==> src/rtl/data_mem_responder.sv <==
// data_mem_responder: word-addressed data memory answering one load/store per handshake after a fixed latency
module data_mem_responder #(
  parameter int DEPTH_WORDS = 64,
  parameter int LATENCY = 2
) (
  input  logic        clk,
  input  logic        rst,
  input  logic        req_valid,
  output logic        req_ready,
  input  logic        req_write,
  input  logic [31:0] req_addr,
  input  logic [31:0] req_wdata,
  output logic        resp_valid,
  input  logic        resp_ready,
  output logic [31:0] resp_rdata,
  output logic        resp_err
);
  localparam int AW = DEPTH_WORDS > 1 ? $clog2(DEPTH_WORDS) : 1;
  typedef enum logic [1:0] {IDLE, BUSY, RESP} state_t;
  state_t state;
  logic [3:0] cnt;
  logic [31:0] mem [DEPTH_WORDS];
  logic [31:0] rdata_q;
  logic err_q;
  logic addr_err;
  logic [AW-1:0] idx;
  assign addr_err = (req_addr[1:0] != 2'b0) || ({2'b0, req_addr[31:2]} >= 32'(DEPTH_WORDS));
  assign idx = req_addr[AW+1:2];
  always_ff @(posedge clk) begin
    if (rst) begin
      state <= IDLE;
      cnt <= 4'd0;
      req_ready <= 1'b1;
      resp_valid <= 1'b0;
      resp_rdata <= 32'd0;
      resp_err <= 1'b0;
      rdata_q <= 32'd0;
      err_q <= 1'b0;
    end else begin
      case (state)
        IDLE: if (req_valid) begin
          req_ready <= 1'b0;
          err_q <= addr_err;
          rdata_q <= (req_write || addr_err) ? 32'd0 : mem[idx];
          if (req_write && !addr_err) mem[idx] <= req_wdata;
          if (LATENCY == 1) begin
            state <= RESP;
            resp_valid <= 1'b1;
            resp_rdata <= (req_write || addr_err) ? 32'd0 : mem[idx];
            resp_err <= addr_err;
          end else begin
            state <= BUSY;
            cnt <= 4'(LATENCY - 2);
          end
        end
        BUSY: if (cnt == 4'd0) begin
          state <= RESP;
          resp_valid <= 1'b1;
          resp_rdata <= rdata_q;
          resp_err <= err_q;
        end else begin
          cnt <= cnt - 4'd1;
        end
        RESP: if (resp_ready) begin
          state <= IDLE;
          req_ready <= 1'b1;
          resp_valid <= 1'b0;
          resp_rdata <= 32'd0;
          resp_err <= 1'b0;
        end
        default: state <= IDLE;
      endcase
    end
  end
endmodule

==> config.mk <==
export PLATFORM = sky130hd
export DESIGN_NAME = data_mem_responder
export DESIGN_NICKNAME = d
export VERILOG_FILES = /design/src/rtl/data_mem_responder.sv
export SDC_FILE = /design/constraint.sdc
export NUM_CORES = 2
export LEC_CHECK = 0
export ABC_CLOCK_PERIOD_IN_PS = 11730
export BUFFER_PORTS_ARGS = -buffer_cell sky130_fd_sc_hd__buf_2
export CAP_MARGIN = 20
export CORE_MARGIN = 4
export CORE_UTILIZATION = 40
export CTS_CLUSTER_DIAMETER = 40
export CTS_CLUSTER_SIZE = 40
export DETAILED_ROUTE_END_ITERATION = 10
export GPL_ROUTABILITY_DRIVEN = 1
export PLACE_DENSITY_LB_ADDON = 0.1
export SKIP_CTS_REPAIR_TIMING = 1
export SYNTH_ARGS = -nofsm -noshare
export SYNTH_HDL_FRONTEND = slang
export SYNTH_SLANG_ARGS = --single-unit
==> constraint.sdc <==
create_clock -name clk -period 11.73 [get_ports clk]
set_clock_uncertainty 0.15 [all_clocks]
set_input_delay 2.346 -clock clk [delete_from_list [all_inputs] [get_ports clk]]
set_output_delay 2.346 -clock clk [all_outputs]
set_load 0.01 [all_outputs]
# ---- After elaboration in Yosys (flattened, before gate mapping)
# Memories as Yosys holds them, arrays and structs flattened.
# Index checks and enable logic that the tools add are counted.
# W data, S select, Z words.
dict set report word_totals {
  regBits 74
  mem_bits_rw 2048
  inputBits 69
  out_inout_bits 35
  elab_cells 56
  n_memories 1
}
# name depth word_bits rd rd_ports_with_merged_regs wr line
set mem_list {}
lappend mem_list {mem 64 32 1 0 1 22} ;# logic [31:0] mem [DEPTH_WORDS];
dict set report op_classes {
  addsub 1
  order_cmp 1
  n_eq_ne 6
  muxes 24
  n_reduce_logical 15
}
# operator count
set ops {}
lappend ops {{$mux W32} 3}
lappend ops {{$pmux W32 S2} 1}
lappend ops {{$ge A30 B7 Y1 const B} 1}
lappend ops {{$reduce_and A3 Y1} 4}
lappend ops {{$mux W1} 10}
lappend ops {{$mux W4} 2}
lappend ops {{$ne A2 B2 Y1 const B} 4}
lappend ops {{$pmux W4 S2} 1}
lappend ops {{$reduce_bool A2 Y1} 4}
lappend ops {{$mux W2} 3}
lappend ops {{$pmux W1 S2} 3}
lappend ops {{$pmux W2 S3} 1}
lappend ops {{$logic_not A4 Y1} 1}
lappend ops {{$sub A4 B1 Y4 const B} 1}
lappend ops {{$eq A2 B1 Y1 const B} 1}
lappend ops {{$eq A2 B2 Y1 const B} 1}
lappend ops {{$logic_not A2 Y1} 1}
lappend ops {{$logic_or A1 B1 Y1} 2}
lappend ops {{$reduce_and A2 Y1} 1}
lappend ops {{$logic_and A1 B1 Y1} 1}
lappend ops {{$logic_not A1 Y1} 1}

# ---- Depth between registers and ports, before layout
dict set report depth {
  ltp_word 9
  depth_mapped 11
  mapped_depth_nobuf 7
}

# ---- Worst setup path before layout
# No wires, ideal clock.
dict set report synth_timing {
  path_type {input to register}
  start {input port req_addr[4]}
  end {memory mem[11][0], enable pin}
  setup_time_ns 0.421
  t_arrival_ns 5.106
  required_time_ns 11.159
  path_slack_ns 6.053
  cell_stages 8
  cell_sequence {buf_4 > buf_4 > inv_2 > buf_2 > buf_1 > clkbuf_1 > nand4_1 > nor2_1}
}
dict set report synth_between {
  elab_chain_len 9
}
# item line
set synth_rtl {}
lappend synth_rtl {{start, declared} 11} ;# input logic [31:0] req_addr,
lappend synth_rtl {{$ge A30 B7 Y1} 27} ;# assign addr_err = (req_addr[1:0] != 2'b0) || ({2'b0, req_addr[31:2]} >= 32'(DEPTH_WORDS));
lappend synth_rtl {{$logic_or A1 B1 Y1} 27}
lappend synth_rtl {{$logic_not A1 Y1} 45} ;# if (req_write && !addr_err) mem[idx] <= req_wdata;
lappend synth_rtl {{$logic_and A1 B1 Y1} 45}
lappend synth_rtl {{$mux W1} 45}
lappend synth_rtl {{$mux W1} 41} ;# IDLE: if (req_valid) begin
lappend synth_rtl {{$mux W1} 40} ;# case (state)
lappend synth_rtl {{$mux W1} 30} ;# if (rst) begin
lappend synth_rtl {{$mux W1 (not written as such)} 45}
lappend synth_rtl {{end, declared} 22}
# Parallel ways exist; a longest one is shown, timed or not.

# ---- Worst setup path in the final report
dict set report layout_timing {
  start {input port req_addr[3]}
  end {register rdata_q[4]}
}
dict set report layout_between {
  elab_chain_len 4
  elab_cells_between_ends 5
  classes_between {order compare: 1; mux: 1; reduce/logical: 2; memory: 1}
}
# item line
set layout_rtl {}
lappend layout_rtl {{$ge A30 B7 Y1} 27}
lappend layout_rtl {{$logic_or A1 B1 Y1} 27}
lappend layout_rtl {{$logic_or A1 B1 Y1} 44} ;# rdata_q <= (req_write || addr_err) ? 32'd0 : mem[idx];
lappend layout_rtl {{$mux W32 *} 44}
lappend layout_rtl {{end signal, assigned} 44}
lappend layout_rtl {{end, declared} 23} ;# logic [31:0] rdata_q;
# Every way passes the cells marked *; elsewhere a longest branch is shown, timed or not.
# A chain may end at the register's enable or synchronous reset.

==> results by group <==
Global routing
  • All-Layer GR Usage: 0.278
  • Number of global-route vias before repair: 45500
  • First-pass GRT wire length: 400000 um
  • Remaining global-route overflow: 0
  • Initial antenna violation count: 30
  • Pin count of the biggest net entering global routing: 96

Clock network
  • CTS max path bufs: 4
  • Skew-Pair Late Insertion Delay: 940 ps
  • Clk sinks: 2122
  • H-tree depth: 5
  • CTS tree: done
  • CTS buffer count: 326
  • CTS clk-pin slew, worst paths: 60 ps
  • Clk root buf: clkbuf_16

Synth
  • Synth Area in Compound Gates: 0.0903
  • Syn Std Cell Area: 0.0804 mm2
  • Main combinational cell family by area after synthesis: compound AO/OA/AOI/OAI gates
  • Simple-gate share of the synthesized area: 0.0276
  • Area share of the largest cell type after synthesis: 0.765
  • Post-Synth XOR/XNOR Area: 0.000218
  • Syn Inst Count: 4398
  • Post-synthesis sequential area ratio: 0.783
  • Adder-Cell Fraction of Synth Area: 0.000311
  • Post-synth EDFFs: 2048
  • Largest cells by area after synthesis: edfxtp_1 76%, mux4_2 4.4%, o221ai_1 2.4%
  • Warnings from Yosys: 0
  • Avg Cell Area, Syn: 18.3 um2
  • Syn_nets: 4469
  • Area leader, netlist: edfxtp_1
  • Most used flip-flop cell after synthesis: edfxtp_1
  • Ys async rst share: 0
  • FF+latch count, synth: 2122
  • Post-synthesis mux area share: 0.0788
  • Unique masters post-synth: 70

Critical path
  • CP max stage cell: or2_4
  • CP Class: input port to register
  • Critical path endpoint: rdata_q[4]$_SDFFE_PP0P_
  • Worst reg-to-reg path cell count: 7
  • Buf/Inv on CP: 4
  • CP peak stage delay: 720 ps
  • RR Startpoint: state[1]$_SDFFE_PP0P_
  • Top Family by Delay on Critical Path: buffers and inverters
  • R2R setup slack: 7540 ps
  • WP depth: 10
  • Worst Path Required: 12440 ps
  • Startpoint types: input port
  • Crit-path cells: buf_8, buf_12, or2_4, buf_4, o221ai_1, a22oi_1, o22ai_1, nor4_1, buf_2, a32o_1
  • Worst path arrival time: 6480 ps
  • Crit. Startpoint: req_addr[3]
  • CP Max Fanout: 80
  • RR Endpoint: mem[32][8]$_DFFE_PP_
  • Worst setup EP type: register

STA
  • Setup_tns: 0 ps
  • Final slew viol count: 0
  • Max frequency: 173 MHz
  • Slew HR: 0.164
  • Final min period: 5760 ps
  • Final Setup Violations: 0
  • Unrepaired setup endpoints after global routing: no
  • Ratio of final minimum period to clock period: 0.491
  • Final Hold Fails: 0
  • Slew of the pin with the lowest slew margin: 1250 ps

Worst hold path
  • Type of the most critical hold path: register to register

Detailed routing
  • DR vias: 47800
  • DR DRC count: 0
  • Routed len/inst: 38.6 um
  • Routed vias/inst: 6.27
  • Drt first pass iters: 7
  • Drt first-iter violations: 6876
  • Antenna viol nets, final: 0
  • Final WL: 295000 um

Die
  • I/O pin count: 104
  • Core area: 0.200 mm2
  • FP Rows: 164
  • Height of the die: 456 um
  • Die ar.: 0.208 mm2
  • Initial Utilization: 0.402
  • Die W: 456 um

Power and ir drop
  • Worst ir drop on vdd: 0.176 mV
  • Pwr/cell area: 197 mW/mm2
  • Static Leak: 30.5 nW
  • Final Power: 18.9 mW

Final layout
  • Final nets: 4784
  • P&R area growth vs syn: 19.3%
  • Layout cells sized above 1: 0.238

Run status
  • Run status: complete, no violations

Placed design
  • Detailed placer's ending HPWL: 168000 um
  • RD Place Congestion: 0.878
  • IO buf count: 103

Flow run
  • Maxcap violations: 0
[routing by layer]
metal,track usage,routed length [um],vias up
li1,-,-,19100
met4,0.103,12000,8
met2,0.417,132000,2698
met3,0.0676,29300,528
met5,0,55,-
met1,0.393,121000,25500
[where the power goes]
part	switching [mW]	internal, mW	total [mW]
Combinational	0.720	0.243	0.963
Clock	3.64	5.99	9.63
Sequential	0.0105	8.32	8.33
[placed cells by master (no fill, tap or decap), drive strengths merged, types with 13 or more instances in the layout]
cell	synthesis	layout
mux2	85	85
nand4	14	14
clkinvlp	0	39
clkbuf	123	359
buf	195	305
edfxtp	2048	2048
a211oi	27	27
inv	6	64
nand2	136	136
dfxtp	74	74
a21oi	145	145
nand3	55	55
nor2	165	165
o31ai	13	13
mux2i	187	187
a222oi	30	30
o221ai	225	225
mux4	156	156
o21ai	146	146
nor4	19	19
nor3	18	18
a221oi	19	19
a22o	17	17
clkinv	1	88
a22oi	40	40
o22ai	286	286
bufinv	0	34
[synthesized netlist by cell type (30+ instances only)]
master and number:
edfxtp_1 2048, o22ai_1 286, o221ai_1 225, mux2i_1 187
nor2_1 164, mux4_2 156, a21oi_1 145, o21ai_0 139
nand2_1 136, clkbuf_1 123, buf_2 109, mux2_2 85
dfxtp_1 74, nand3_1 55, buf_4 51, a22oi_1 40
a222oi_1 30
[state kept, by name, indices dropped and copies added, names as in the netlist]
signal / flops
cnt: 4
mem: 2048
resp_valid: 1
rdata_q: 32
resp_err: 1
err_q: 1
resp_rdata: 32
state: 2
req_ready: 1
[cells by family (layout without fill, tap and decap cells)]
group / count (synthesis) / after routing
simple gates: 477 / 477
flops: 2122 / 2122
mux: 428 / 428
fa+ha+maj: 2 / 2
xor+xnor: 2 / 2
buf+inv: 325 / 889
other cells: 0 / 8
compound gates: 1042 / 1042
[through the flow]
step,area [um2],worst slack [ps],util,cells,hold slack (ps)
final,96000,5970,0.480,7626,305
after global routing,95900,5980,0.480,7619,329
after detailed placement,85100,5090,0.426,7041,302
after CTS,95900,6080,0.480,7618,310
after floorplan,80400,6050,-,4398,275
after global placement,84900,4300,0.425,7029,293
[area by class of cell]
type | count | area (um2)
Timing Repair Buffer | 305 | 2290
Multi-Input combinational cell | 1951 | 16500
Clock inverter | 218 | 2420
Antenna cell | 8 | 20.0
Inverter | 7 | 33.8
Tap cell | 2656 | 3320
Fill cell | 16800 | 104000
Clock buffer | 359 | 8410
Sequential cell | 2122 | 63000
[worst min-delay path by stage]
| stage | from | cells past startpoint | end |
|---|---|---|---|
| 6_report | resp_valid$_SDFFE_PP0P_ | 2 | resp_valid$_SDFFE_PP0P_ |
| 5_1_grt | resp_rdata[12]$_SDFFE_PP0P_ | 2 | resp_rdata[12]$_SDFFE_PP0P_ |
| 4_1_cts | resp_valid$_SDFFE_PP0P_ | 2 | resp_valid$_SDFFE_PP0P_ |
| 3_5_place_dp | resp_valid$_SDFFE_PP0P_ | 2 | resp_valid$_SDFFE_PP0P_ |
| 3_3_place_gp | resp_valid$_SDFFE_PP0P_ | 2 | resp_valid$_SDFFE_PP0P_ |
| 2_1_floorplan | rdata_q[10]$_SDFFE_PP0P_ | 2 | rdata_q[10]$_SDFFE_PP0P_ |
[worst reg2reg max path, delay by kind of cell, from the launching register on]
kind | cells | cell delay [ps]
DFF | 1 | 390
buffers and inverters | 2 | 940
and+or+nand+nor | 5 | 2310
Note: power is estimated with default switching activity, not from simulation.
